File: config.mk
export PLATFORM = sky130hd
export DESIGN_NAME = alu4_rr_arbiter_flat
export DESIGN_NICKNAME = d
export VERILOG_FILES = /design/src/rtl/alu4_pkg.sv /design/src/rtl/alu4_rr_arbiter_if.sv /design/src/rtl/alu4_core.sv /design/src/rtl/alu4_rr_arbiter.sv /design/src/flat_wrapper.sv
export SDC_FILE = /design/constraint.sdc
export NUM_CORES = 1
export LEC_CHECK = 0
export ABC_AREA = 1
export BUFFER_PORTS_ARGS = -buffer_cell sky130_fd_sc_hd__buf_2
export CAP_MARGIN = 0
export CORE_AREA = 2 2 66 49
export CTS_BUF_LIST = sky130_fd_sc_hd__clkbuf_2
export DETAILED_ROUTE_END_ITERATION = 6
export DIE_AREA = 0 0 68 51
export GPL_ROUTABILITY_DRIVEN = 0
export PLACE_DENSITY = 0.55
export SYNTH_ARGS = -nofsm -noshare
export SYNTH_HDL_FRONTEND = slang
export SYNTH_HIERARCHICAL = 1
export SYNTH_SLANG_ARGS = --single-unit
File: constraint.sdc
create_clock -name clk -period 3.9 [get_ports clk]
set_input_delay 0.195 -clock clk [delete_from_list [all_inputs] [get_ports clk]]
set_output_delay 0.195 -clock clk [all_outputs]
set_load 0.01 [all_outputs]
File: src/rtl/alu4_pkg.sv
// Shared definitions for the two-requester ALU arbiter: opcode encodings,
// the default datapath width and the result-slot state type.
package alu4_pkg;

    localparam int W_DEF = 4;

    localparam logic [1:0] OP_ADD = 2'b00;
    localparam logic [1:0] OP_SUB = 2'b01;
    localparam logic [1:0] OP_AND = 2'b10;
    localparam logic [1:0] OP_XOR = 2'b11;

    // Result slot: EMPTY holds nothing to deliver, FULL holds an unconsumed result.
    typedef enum logic {
        S_EMPTY = 1'b0,
        S_FULL  = 1'b1
    } slot_e;

endpackage

File: src/rtl/alu4_rr_arbiter_if.sv
// Request/result bundle for alu4_rr_arbiter.
//   req0_*/req1_* : operand channels (valid/ready), a, b, 2-bit opcode
//   res_*         : result channel (valid/ready), data, carry/borrow, requester id
// slave  : the arbiter side.  master : the requesters + result consumer side.
interface alu4_rr_arbiter_if #(parameter int W = 4);

    logic         req0_valid;
    logic         req0_ready;
    logic [W-1:0] req0_a;
    logic [W-1:0] req0_b;
    logic [1:0]   req0_op;

    logic         req1_valid;
    logic         req1_ready;
    logic [W-1:0] req1_a;
    logic [W-1:0] req1_b;
    logic [1:0]   req1_op;

    logic         res_valid;
    logic         res_ready;
    logic [W-1:0] res_data;
    logic         res_carry;
    logic         res_id;

    modport slave (
        input  req0_valid, req0_a, req0_b, req0_op,
        output req0_ready,
        input  req1_valid, req1_a, req1_b, req1_op,
        output req1_ready,
        output res_valid, res_data, res_carry, res_id,
        input  res_ready
    );

    modport master (
        output req0_valid, req0_a, req0_b, req0_op,
        input  req0_ready,
        output req1_valid, req1_a, req1_b, req1_op,
        input  req1_ready,
        input  res_valid, res_data, res_carry, res_id,
        output res_ready
    );

endinterface

File: src/rtl/alu4_core.sv
// Combinational W-bit ALU.
//   a_i, b_i  : unsigned operands
//   op_i      : ADD / SUB / AND / XOR
//   data_o    : result mod 2^W
//   carry_o   : carry-out for ADD, borrow (a<b) for SUB, 0 for logic ops
module alu4_core
    import alu4_pkg::*;
#(
    parameter int W = W_DEF
) (
    input  logic [W-1:0] a_i,
    input  logic [W-1:0] b_i,
    input  logic [1:0]   op_i,
    output logic [W-1:0] data_o,
    output logic         carry_o
);

    logic [W:0] sum;
    logic [W:0] diff;

    // One extra bit: MSB of the sum is the carry, MSB of the difference is
    // the unsigned borrow.
    assign sum  = {1'b0, a_i} + {1'b0, b_i};
    assign diff = {1'b0, a_i} - {1'b0, b_i};

    always_comb begin
        data_o  = '0;
        carry_o = 1'b0;
        case (op_i)
            OP_ADD: begin
                data_o  = sum[W-1:0];
                carry_o = sum[W];
            end
            OP_SUB: begin
                data_o  = diff[W-1:0];
                carry_o = diff[W];
            end
            OP_AND:  data_o = a_i & b_i;
            default: data_o = a_i ^ b_i;
        endcase
    end

endmodule

File: src/rtl/alu4_rr_arbiter.sv
// Two requesters share one registered ALU stage through a round-robin arbiter.
//   clk   : rising-edge clock
//   reset : asynchronous, active-high
//   bus   : alu4_rr_arbiter_if.slave (two operand channels + one result channel)
// A grant is issued only when the result slot is free (empty or being
// consumed this cycle); the granted operands are computed and registered,
// giving one-cycle latency and full throughput under continuous res_ready.
module alu4_rr_arbiter
    import alu4_pkg::*;
#(
    parameter int W = W_DEF
) (
    input  logic               clk,
    input  logic               reset,
    alu4_rr_arbiter_if.slave   bus
);

    localparam int NUM_REQ = 2;

    logic [NUM_REQ-1:0]        vld;
    logic [NUM_REQ-1:0][W-1:0] opa;
    logic [NUM_REQ-1:0][W-1:0] opb;
    logic [NUM_REQ-1:0][1:0]   opc;

    assign vld = {bus.req1_valid, bus.req0_valid};
    assign opa = {bus.req1_a,     bus.req0_a};
    assign opb = {bus.req1_b,     bus.req0_b};
    assign opc = {bus.req1_op,    bus.req0_op};

    slot_e        state_q;
    logic [W-1:0] data_q;
    logic         carry_q;
    logic         id_q;
    logic         last_q;

    logic         free;
    logic         gnt_vld;
    logic         gnt_id;
    logic [W-1:0] alu_data_d;
    logic         alu_carry_d;

    // Slot availability deliberately ignores the request valids so that
    // ready never combinationally depends on valid.
    assign free = (state_q == S_EMPTY) || bus.res_ready;

    // On a tie the requester that did not win last time goes first;
    // otherwise the single valid requester wins.
    always_comb begin
        gnt_vld = free && (|vld);
        gnt_id  = (&vld) ? ~last_q : vld[1];
    end

    assign bus.req0_ready = gnt_vld && !gnt_id;
    assign bus.req1_ready = gnt_vld &&  gnt_id;

    alu4_core #(.W(W)) u_core (
        .a_i     (opa[gnt_id]),
        .b_i     (opb[gnt_id]),
        .op_i    (opc[gnt_id]),
        .data_o  (alu_data_d),
        .carry_o (alu_carry_d)
    );

    // gnt_vld already implies the granted requester is valid, so it is the
    // accept strobe.
    always_ff @(posedge clk or posedge reset) begin
        if (reset) begin
            state_q <= S_EMPTY;
            data_q  <= '0;
            carry_q <= 1'b0;
            id_q    <= 1'b0;
            last_q  <= 1'b1;
        end else begin
            case (state_q)
                S_EMPTY: begin
                    if (gnt_vld) begin
                        state_q <= S_FULL;
                        data_q  <= alu_data_d;
                        carry_q <= alu_carry_d;
                        id_q    <= gnt_id;
                        last_q  <= gnt_id;
                    end
                end
                default: begin
                    if (gnt_vld) begin
                        data_q  <= alu_data_d;
                        carry_q <= alu_carry_d;
                        id_q    <= gnt_id;
                        last_q  <= gnt_id;
                    end else if (bus.res_ready) begin
                        state_q <= S_EMPTY;
                    end
                end
            endcase
        end
    end

    assign bus.res_valid = (state_q == S_FULL);
    assign bus.res_data  = data_q;
    assign bus.res_carry = carry_q;
    assign bus.res_id    = id_q;

endmodule

File: src/flat_wrapper.sv
// flat-port wrapper written by rule: the top's interface ports become plain ports
module alu4_rr_arbiter_flat import alu4_pkg::*;
#(
    parameter int W = W_DEF
)
  (clk, reset, bus_req0_valid, bus_req0_a, bus_req0_b, bus_req0_op, bus_req0_ready, bus_req1_valid, bus_req1_a, bus_req1_b, bus_req1_op, bus_req1_ready, bus_res_valid, bus_res_data, bus_res_carry, bus_res_id, bus_res_ready);
  alu4_rr_arbiter_if #(.W(W)) bus_i ();
  input  logic clk;
  input  logic reset;
  input wire logic [$bits(bus_i.req0_valid)-1:0] bus_req0_valid;
  input wire logic [$bits(bus_i.req0_a)-1:0] bus_req0_a;
  input wire logic [$bits(bus_i.req0_b)-1:0] bus_req0_b;
  input wire logic [$bits(bus_i.req0_op)-1:0] bus_req0_op;
  output wire logic [$bits(bus_i.req0_ready)-1:0] bus_req0_ready;
  input wire logic [$bits(bus_i.req1_valid)-1:0] bus_req1_valid;
  input wire logic [$bits(bus_i.req1_a)-1:0] bus_req1_a;
  input wire logic [$bits(bus_i.req1_b)-1:0] bus_req1_b;
  input wire logic [$bits(bus_i.req1_op)-1:0] bus_req1_op;
  output wire logic [$bits(bus_i.req1_ready)-1:0] bus_req1_ready;
  output wire logic [$bits(bus_i.res_valid)-1:0] bus_res_valid;
  output wire logic [$bits(bus_i.res_data)-1:0] bus_res_data;
  output wire logic [$bits(bus_i.res_carry)-1:0] bus_res_carry;
  output wire logic [$bits(bus_i.res_id)-1:0] bus_res_id;
  input wire logic [$bits(bus_i.res_ready)-1:0] bus_res_ready;
  assign bus_i.req0_valid = bus_req0_valid;
  assign bus_i.req0_a = bus_req0_a;
  assign bus_i.req0_b = bus_req0_b;
  assign bus_i.req0_op = bus_req0_op;
  assign bus_req0_ready = bus_i.req0_ready;
  assign bus_i.req1_valid = bus_req1_valid;
  assign bus_i.req1_a = bus_req1_a;
  assign bus_i.req1_b = bus_req1_b;
  assign bus_i.req1_op = bus_req1_op;
  assign bus_req1_ready = bus_i.req1_ready;
  assign bus_res_valid = bus_i.res_valid;
  assign bus_res_data = bus_i.res_data;
  assign bus_res_carry = bus_i.res_carry;
  assign bus_res_id = bus_i.res_id;
  assign bus_i.res_ready = bus_res_ready;
  alu4_rr_arbiter #(.W(W)) u_core (.clk(clk), .reset(reset), .bus(bus_i));
endmodule
# After elaboration in Yosys (flattened, before gate mapping)
# Index checks and enable logic that the tools add are counted.
[totals]
reg_bits = 8
latch_bits = 0
ram_bits = 0
mem_bits_ro = 0
in_bits = 25
out_inout_bits = 9
wordCells = 35
n_memories = 0
[op_classes]
n_addsub = 2
multipliers = 0
n_div = 0
order_cmp = 1
n_eq_ne = 2
n_shift = 0
muxes = 13
bitwise_logic = 4
n_reduce_logical = 8
[op_table]
columns = ["cell", "n"]
rows = [
  ["4-bit 2-to-1 mux", 4],
  ["4-bit case mux with 3 select lines", 1],
  ["4-bit by 4-bit adder with 5-bit output", 1],
  ["1-bit 2-to-1 mux", 5],
  ["4-bit by 4-bit subtractor with 5-bit output", 1],
  ["4-bit AND", 1],
  ["2-bit 2-to-1 mux", 2],
  ["4-bit bitwise XOR", 1],
  ["1-bit logical AND", 3],
  ["2-bit by 1-bit == test with 1-bit output, second input constant", 1],
  ["2-bit == test, second input constant", 1],
  ["2-bit logical NOT", 1],
  ["1-bit by 2-bit < comparator with 1-bit output, second input constant", 1],
  ["1-bit inverter", 2],
  ["1-bit case mux with 2 select lines", 1],
  ["2-bit AND reduction", 1],
  ["2-bit OR reduction", 1],
  ["1-bit logical NOT", 1],
  ["1-bit logical OR", 1],
]

# Depth between registers and ports, before layout
# Gate-level depths: netlist of the first run.
[logic_depth]
word_depth = 6
mapped_depth = 15
mapped_depth_nobuf = 14

# Cells and area by module
# The synthesis of the first run kept the hierarchy.
[modules_own_cells]
columns = ["mod", "n_inst", "cells_each", "area_each_um2", "seq_area_each_um2"]
rows = [
  ["alu4_rr_arbiter", 1, 72, 473.0, 201.4],
  ["alu4_core", 1, 66, 397.9, 0.0],
]

# Least setup slack after synthesis of the first run
# Ideal clock, no wire load.
[synth_timing]
path_kind = "register -> register"
startpoint = "reg u_core.last_q"
endpoint = "reg u_core.data_q[1] (netlist: u_core/bus.res_data[1])"
setup_time_ns = 0.117
arrival_ns = 2.006
t_required_ns = 3.783
slack_ns = 1.777
path_stages_with_launch = 13
path_buffers = 0
synth_period_minus_slack_ns = 2.123
path_cell_list = "dfstp_2 nand2_1 nand2_2 nand2_1 nand2_1 inv_1 ha_1 fa_1 nor2_1 a211oi_1 o21ai_1 nand3_1 nand2_1"
[synth_via]
elab_chain_cells = 6
elab_cells_between_ends = 16
classes_between = "2 x add/sub; 2 x eq/ne; 8 x mux; 3 x bitwise; 1 x reduce/logical"
[synth_lines]
columns = ["element", "line_no", "source"]
rows = [
  ["from (decl)", "alu4_rr_arbiter.sv:34", "logic last_q;"],
  ["from (signal assigned)", "alu4_rr_arbiter.sv:81", "last_q <= gnt_id;"],
  ["from (signal assigned)", "alu4_rr_arbiter.sv:89", "last_q <= gnt_id;"],
  ["1-bit inverter (*)", "alu4_rr_arbiter.sv:50", "gnt_id = (&vld) ? ~last_q : vld[1];"],
  ["1-bit 2-to-1 mux (*)", "alu4_rr_arbiter.sv:50", ""],
  ["4-bit 2-to-1 mux (not written as such), or another cell as far along (2 in series)", "alu4_rr_arbiter.sv:57", ".a_i (opa[gnt_id]),"],
  ["4-bit by 4-bit subtractor with 5-bit output, or another cell as far along", "alu4_core.sv:24", "assign diff = {1'b0, a_i} - {1'b0, b_i};"],
  ["4-bit case mux with 3 select lines (*)", "alu4_core.sv:29", "case (op_i)"],
  ["net u_core.alu_data_d[1]", "alu4_rr_arbiter.sv:39", "logic [W-1:0] alu_data_d;"],
  ["to (signal assigned)", "alu4_rr_arbiter.sv:78", "data_q <= alu_data_d;"],
  ["to (signal assigned)", "alu4_rr_arbiter.sv:86", "data_q <= alu_data_d;"],
  ["to (decl)", "alu4_rr_arbiter.sv:31", "logic [W-1:0] data_q;"],
]
# The timed path passes the listed nets; every way through them passes the cells marked *. The select of a mux whose other input is x is not followed.
# A chain may end at the register's enable or synchronous reset.

# Final worst setup path of the first run
[layout_timing]
startpoint = "reg u_core.last_q"
endpoint = "reg u_core.carry_q (netlist: u_core/bus.res_carry)"
[layout_via]
elab_chain_cells = 6
elab_cells_between_ends = 13
classes_between = "2 x add/sub; 1 x eq/ne; 8 x mux; 1 x bitwise; 1 x reduce/logical"
[layout_lines]
columns = ["element", "line_no", "source"]
rows = [
  ["1-bit inverter (*)", "alu4_rr_arbiter.sv:50", ""],
  ["1-bit 2-to-1 mux (*)", "alu4_rr_arbiter.sv:50", ""],
  ["4-bit 2-to-1 mux (not written as such), or another cell as far along (2 in series)", "alu4_rr_arbiter.sv:57", ""],
  ["4-bit by 4-bit subtractor with 5-bit output, or another cell as far along", "alu4_core.sv:24", ""],
  ["1-bit case mux with 2 select lines (*)", "alu4_core.sv:29", ""],
  ["net u_core.alu_carry_d", "alu4_rr_arbiter.sv:40", "logic alu_carry_d;"],
  ["to (signal assigned)", "alu4_rr_arbiter.sv:79", "carry_q <= alu_carry_d;"],
  ["to (signal assigned)", "alu4_rr_arbiter.sv:87", "carry_q <= alu_carry_d;"],
  ["to (decl)", "alu4_rr_arbiter.sv:32", "logic carry_q;"],
]
# Marks and branches as above.

==> results.md, run 1 <==
- Global-route wire length before repair: between 3000 and 4000 um
- Storage cell area: between 200 and 250 um^2
- Setup TNS after final layout: 0 ns
- First drt pass iteration count: 4
- Inserted Diodes: 0
- Clock Skew: ~0.0096 ns
- TritonCTS buffer count: 3
- Origin of the critical flop-to-flop path: u_core/last_q
- Setup violations, final: 0
- Async S/R FF share, synth: 100%
- Unique masters post-synth: 22
- H-Tree Depth: 1
- Count of nets left with antenna violations after detail routing: 0
- Resized cells post-CTS: 0
- End of the worst register-to-register path: u_core/bus.res_carry
- Vert. Die Dim: 51 um
- Post-synthesis instance total: 138
- Setup repair bufs after CTS: 0
- Floorplan row count: 17
- Beginning of the critical path: u_core/last_q
- Worst path arrival time: 2.49 ns
- Total number of yosys warnings: 6
- Routed vias: between 900 and 1000
- Biggest area contributors in the synthesized netlist: nand2_1 27%, dfrtp_1 20%, ha_1 11%
- Maximum vdd drop: roughly 0.00016 V
- Synthesized area per cell: between 6 and 7 um^2
- Residual overflow from global routing: 0
- Clock slew at reported path FFs: about 0.10 ns
- Number of nets produced by synthesis: 173
- Overall power after layout: between 300 and 400 uW
- Filler Cell Count: ~340
- Capturing element of the worst setup path: u_core/bus.res_carry
- Post-synth top cells: 62 x nand2_1, 19 x inv_1, 16 x nand3_1, 8 x ha_1, 7 x dfrtp_1
- Number of hold-repair buffers added at the cts stage: 1
- Buffer cell driving the clock tree root: clkbuf_2
- Shortest period the worst path allows: 2.29 ns
- Area occupied by multi-input gates: approximately 580 um^2
- Total of max-cap violations: 0
- Layout area overhead: 26.6%
- Slew HR: a little over two thirds
- Skew-Pair Late Insertion Delay: 0.25 ns
- Total Die Area: about 3500 um^2
- Number of buffers on the longest clock path: 2
- Most repeated cell in the gate-level netlist after synthesis: nand2_1
- Synth Register Bits: 8
- Biggest area consumer among synthesized cells: nand2_1
- Total routing usage reported by global routing: roughly 14%
- Starting density of the core: a little under 30%
- Post-detailed-route DRC marker count: 0
- Final hold violations: 0
- Layout net count: 211
- DRT iter0 DRCs: 45
- Via count of the first global-routing pass: between 800 and 900
- Final routed wire length divided by cell count: between 10 and 15 um
- Peak Freq: 437 MHz
- Fraction of the cycle the final worst path needs: around 59%
- Total length of routed wires: 2180 um
- Logic depth of the worst register-to-register path: 13
- Final count of pins violating max slew: 0
- Number of top-level design ports: 34
- Sequential fraction of the synthesis area: 23.1%
- Top FF cell, synth: dfrtp_1
- Reg2reg setup slack: about 1.6 ns
- Worst min-delay path category: in -> reg
- Power Density: about 320 nW/um^2
- Largest net degree at the start of global routing: 12
- Required time of the critical path: 4.10 ns
- Result of the run: completed
- Width of the die: between 60 and 70 um
- Least-Margin Pin Slew: ~0.46 ns
- Setup repair after global routing missed its margin: no
- Share of Yosys cell area claimed by the top area cell type: 26.7%
- Core area: slightly below 3000 um^2
- Number of synthesized flops with an enable pin: 0
- Final HPWL from detailed placement: roughly 1900 um
- Clock net sink count: 8
- Standard cell area after detailed placement: 1070 um^2
- Fraction of final layout cells sized beyond drive strength 1: 24.6%
- Count of input and output buffers: 33
- Routed vias/inst: between 4 and 5
- Critical Path End Type: flop
- Worst setup path category: reg -> reg
- Element type at the critical path start: flop
- Number of antenna violations at the first check in global routing: 0
- Clock tree from TritonCTS: built
- Cell area after layout: around 1100 um^2
- Synthesized cell area: 871 um^2
- Reported leakage power: about 0.67 nW
- Highest net fanout along the worst path: 11
==> placed cells by master (no fill, tap or decap), types with 2 or more instances in the layout <==
| master | synthesis | final |
|---|---|---|
| nand2_1 | 62 | 62 |
| buf_2 | 0 | 33 |
| inv_1 | 19 | 19 |
| o21ai_1 | 2 | 2 |
| nor2_1 | 6 | 6 |
| a21oi_1 | 3 | 3 |
| clkbuf_2 | 0 | 4 |
| ha_1 | 8 | 8 |
| nand3_1 | 16 | 16 |
| dfrtp_1 | 7 | 7 |
| fa_1 | 2 | 2 |
==> metrics by stage <==
step	setup slack, ns	utilization, %	std cells	hold WS [ns]
2_1_floorplan	1.78	-	138	0.00994
3_3_place_gp	1.65	36.5	208	0.159
3_5_place_dp	1.60	36.5	208	0.164
4_1_cts	1.59	37.6	213	0.219
5_1_grt	1.32	37.6	213	0.226
6_report	1.61	37.6	213	0.220
==> worst min-delay path by stage <==
| stage | start | end | cells past startpoint |
|---|---|---|---|
| after floorplan | reset | u_core/bus.res_carry | 1 |
| after global placement | reset | u_core/bus.res_data[0] | 2 |
| after detailed placement | reset | u_core/bus.res_data[1] | 2 |
| after CTS | bus_req0_valid | u_core/bus.res_valid | 3 |
| after global routing | bus_req0_valid | u_core/bus.res_valid | 3 |
| final | bus_req0_valid | u_core/bus.res_valid | 3 |
==> logic make-up after synthesis <==
kind of cell,Yosys count,share of synthesized area [%]
AOI/OAI and AO/OA,11,9.05
buffers and inverters,21,9.91
adders and majority gates,10,16.1
and+or+nand+nor,88,41.8
DFF,8,23.1
==> worst max-delay path, stage by stage, from the launching register on <==
cell and delay [ns]:
dfstp_2 0.39, a21oi_2 0.39, nand2_1 0.10, nand2_1 0.10, ha_1 0.19, inv_1 0.06
fa_1 0.42, inv_1 0.07, nand2_1 0.07, a21oi_1 0.13, o21ai_1 0.07, o31ai_1 0.07
nand3_1 0.10, nand2_1 0.08
==> layout make-up <==
class	instances	share of cell area, %
clock buffers	4	1.82
well taps	38	4.31
flip-flops and latches	8	18.3
repair buffers	34	15.9
inverters	20	6.81
multi-input cells	109	52.9
==> metal layers <==
metal / global-route usage, % / routed length (um) / vias up
met1: 21.3 / 1210 / 402
met4: 2.00 / 0 / 0
li1: - / - / 506
met2: 18.9 / 862 / 23
met3: 3.96 / 107 / 0
met5: 0 / 0 / -
==> sequential cells by signal, indices dropped and copies added (netlist names) <==
signal and count:
u_core/bus.res_data 4, u_core/bus.res_carry 1, u_core/bus.res_id 1, u_core/bus.res_valid 1, u_core/last_q 1
==> power by group <==
| group | internal, mW | switching, mW |
|---|---|---|
| Combinational | 0.0718 | 0.108 |
| Clock | 0.0272 | 0.0334 |
| Sequential | 0.101 | 0.00886 |
| Total | 0.200 | 0.151 |
Power figures use the tool's default switching activity.
==> inputs of run 2 (changes only) <==
Settings changed: PLACE_DENSITY 0.55 to 0.57.
Clock period 3.9 ns to 2.1 ns, I/O delays scaled along.
==> run 2 against run 1 <==
The flow now finishes with violations (negative setup slack). Worst setup slack got worse by 1.8 ns. Cell area grew 18%. Count of clock-buffer cells in the layout did not move. Flip-flop and latch count is the same. Global-route usage grew 0.48 points. Wire length up 13%. Via count grew 12%. Combinational power grew 140%. Non-clock buffer count up 10.
==> results.md, run 2 (same netlist as run 1, synthesis figures left out) <==
- Setup repair after global routing missed its margin: yes (was no)
- Total length of routed wires: 2460 um (was 2180 um)
- Slew HR: 77.7% (was 69.6%)
- Maximum vdd drop: 0.000322 V (was 0.000160 V)
- Violated checks: negative setup slack
- Layout area overhead: 48.9% (was 26.6%)
- Skew-Pair Late Insertion Delay: 0.25 ns (about the same)
- Setup TNS after final layout: -0.300 ns (was 0 ns)
- Relative contribution of sequential cells to total power: 27.4% (was 31.3%)
- Worst-path cell chain: nand2_2 > nand2_4 > nand2_2 > nand2_2 > inv_1 > ha_2 > fa_1 > inv_1 > nand2_1 > a21oi_1 > o31ai_1 > nand3_1 > nand2_1 (was a21oi_2 > nand2_1 > nand2_1 > ha_1 > inv_1 > fa_1 > inv_1 > nand2_1 > a21oi_1 > o21ai_1 > o31ai_1 > nand3_1 > nand2_1)
- Clock net sink count: 8 (unchanged)
- Worst setup path category: reg -> reg (unchanged)
- Width of the die: 68 um (unchanged)
- Number of top-level design ports: 34 (unchanged)
- Starting density of the core: 29.7% (unchanged)
- Least-Margin Pin Slew: 0.334 ns (was 0.456 ns)
- Total internal power: 427 uW (was 200 uW)
- First drt pass iteration count: 5 (was 4)
- Proportion of power drawn by combinational gates: 57.8% (was 51.4%)
- Worst path arrival time: 2.39 ns (was 2.49 ns)
- Most common cell after layout, fill and taps aside: nand2_1 (unchanged)
- Power Density: 576 nW/um^2 (was 318 nW/um^2)
- Area occupied by multi-input gates: 696 um^2 (was 583 um^2)
- Final hold violations: 0 (unchanged)
- Setup violations, final: 4 (was 0)
- Total of max-cap violations: 0 (unchanged)
- Clock network fraction of design power: 14.8% (was 17.3%)
- Inserted Diodes: 0 (unchanged)
- Net Sw Power: 320 uW (was 151 uW)
- Post-detailed-route DRC marker count: 0 (unchanged)
- Routed vias: 1039 (was 931)
- Filler Cell Count: 313 (was 344)
- Count of input and output buffers: 33 (unchanged)
- Commonest cells after routing, fill and taps aside: 52 x nand2_1, 33 x buf_2, 15 x inv_1, 15 x nand3_1, 10 x nand2_2 (was 62 x nand2_1, 33 x buf_2, 19 x inv_1)
- Final routed wire length divided by cell count: 11.0 um (was 10.2 um)
- Shortest period the worst path allows: 2.26 ns (was 2.29 ns)
- Final Core Density: 44.2% (was 37.6%)
- Most common cell on crit path: nand2_2 (was nand2_1)
- Hold Worst Slack: 0.159 ns (was 0.220 ns)
- Clock slew at reported path FFs: 0.09 ns (was 0.10 ns)
- Clock Skew: 0.00846 ns (was 0.00959 ns)
- Core area: 2940 um^2 (unchanged)
- Peak Freq: 443 MHz (was 437 MHz)
- Total routing usage reported by global routing: 14.2% (was 13.8%)
- Reported leakage power: 0.722 nW (was 0.669 nW)
- Global-route wire length before repair: 3730 um (was 3630 um)
- Crit-path max cell delay: 0.58 ns (was 0.42 ns)
- DRT iter0 DRCs: 23 (was 45)
- Standard cell area after detailed placement: 1120 um^2 (was 1070 um^2)
- Result of the run: finished with violations (was completed)
- Vert. Die Dim: 51 um (unchanged)
- Cell family contributing the most delay on the critical path: adder cells (was compound AO/OA/AOI/OAI gates)
- Number of antenna violations at the first check in global routing: 0 (unchanged)
- Number of buffers on the longest clock path: 2 (unchanged)
- Combined buffer and inverter count along the critical path: 2 (unchanged)
- Critical Path End Type: flop (unchanged)
- Final count of pins violating max slew: 0 (unchanged)
- Element type at the critical path start: flop (unchanged)
- Slowest cell on the critical path: dfstp_2 (was fa_1)
- Buffer cell driving the clock tree root: clkbuf_2 (unchanged)
- Count of nets left with antenna violations after detail routing: 0 (unchanged)
- Worst slack after detailed placement: -0.0979 ns (was 1.60 ns)
- Largest net degree at the start of global routing: 9 (was 12)
- Switching share of total power: 42.8% (was 43.0%)
- Highest net fanout along the worst path: 6 (was 11)
- Fraction of the cycle the final worst path needs: 107% (was 58.7%)
- TritonCTS buffer count: 3 (unchanged)
- Fraction of final layout cells sized beyond drive strength 1: 42.2% (was 24.6%)
- H-Tree Depth: 1 (unchanged)
- Routed vias/inst: 4.66 (was 4.37)
- Layout net count: 221 (was 211)
- Floorplan row count: 17 (unchanged)
- Cells after DPL: 214 (was 208)
- Overall power after layout: 747 uW (was 351 uW)
- Worst min-delay path category: in -> reg (unchanged)
- Worst setup slack after layout: -0.157 ns (was 1.61 ns)
- Total Die Area: 3470 um^2 (unchanged)
- Clock tree from TritonCTS: built (unchanged)
- Post-Layout Cell Count: 223 (was 213)
- Final HPWL from detailed placement: 1900 um (was 1850 um)
- Residual overflow from global routing: 0 (unchanged)
- Largest register FFs: 4 (unchanged)
- Cell area after layout: 1300 um^2 (was 1100 um^2)
- Via count of the first global-routing pass: 876 (was 864)
- Storage cell area: 201 um^2 (unchanged)
- Required time of the critical path: 2.24 ns (was 4.10 ns)
[run 2: cell types whose count changed in the layout (fill, tap and decap cells not counted), sizes merged]
cell  delta
buf     +10
[run 2: area by class of cell]
type                       count  area share (%)
multi-input combinational    109            53.7
timing repair buffer          44            19.6
sequential                     8            15.5
inverter                      20            5.98
tap                           38            3.67
clock buffer                   4            1.54
[run 2: timing repair]
item,in CTS,in global routing
hold buffers,1,0
hold endpoints to repair,7,0
resized for setup,3,26
buffers inserted,0,4
endpoints found under the setup margin,4,4
pin swaps,0,11
[run 2: path summary, 6_finish.rpt]
kind	depth (start not counted)	end	startpoint	slack [ns]
setup / recovery	13	u_core/bus.res_carry	u_core/last_q	-0.16
hold / removal	3	u_core/bus.res_valid	bus_req0_valid	0.16
setup reg to reg	13	u_core/bus.res_carry	u_core/last_q	-0.16
hold reg to reg	2	u_core/bus.res_data[2]	u_core/bus.res_data[2]	0.47
max in group asynchronous	3	u_core/last_q	reset	1.47
min in group asynchronous	3	u_core/bus.res_valid	reset	0.34
[run 2: power by group through the flow]
stage               Combinational, mW  Clock, mW  Sequential (mW)
CTS                             0.364      0.114            0.204
floorplan                       0.221          0            0.221
global route                    0.482      0.128            0.209
detailed placement              0.352          0            0.207
finish                          0.432      0.110            0.205
global placement                0.349          0            0.206
[run 2: per-layer routing]
metal,global-route usage (%),routed length (um)
met5,0,0
met4,3.00,32
met3,4.85,117
met2,20.7,1180
met1,20.2,1130
[run 2: worst register-to-register path, cell delays in order (launching register included)]
cell and delay (ns):
dfstp_2 0.58, nand2_2 0.08, nand2_4 0.10, nand2_2 0.05
nand2_2 0.08, inv_1 0.05, ha_2 0.18, fa_1 0.42
inv_1 0.08, nand2_1 0.07, a21oi_1 0.21, o31ai_1 0.09
nand3_1 0.09, nand2_1 0.06
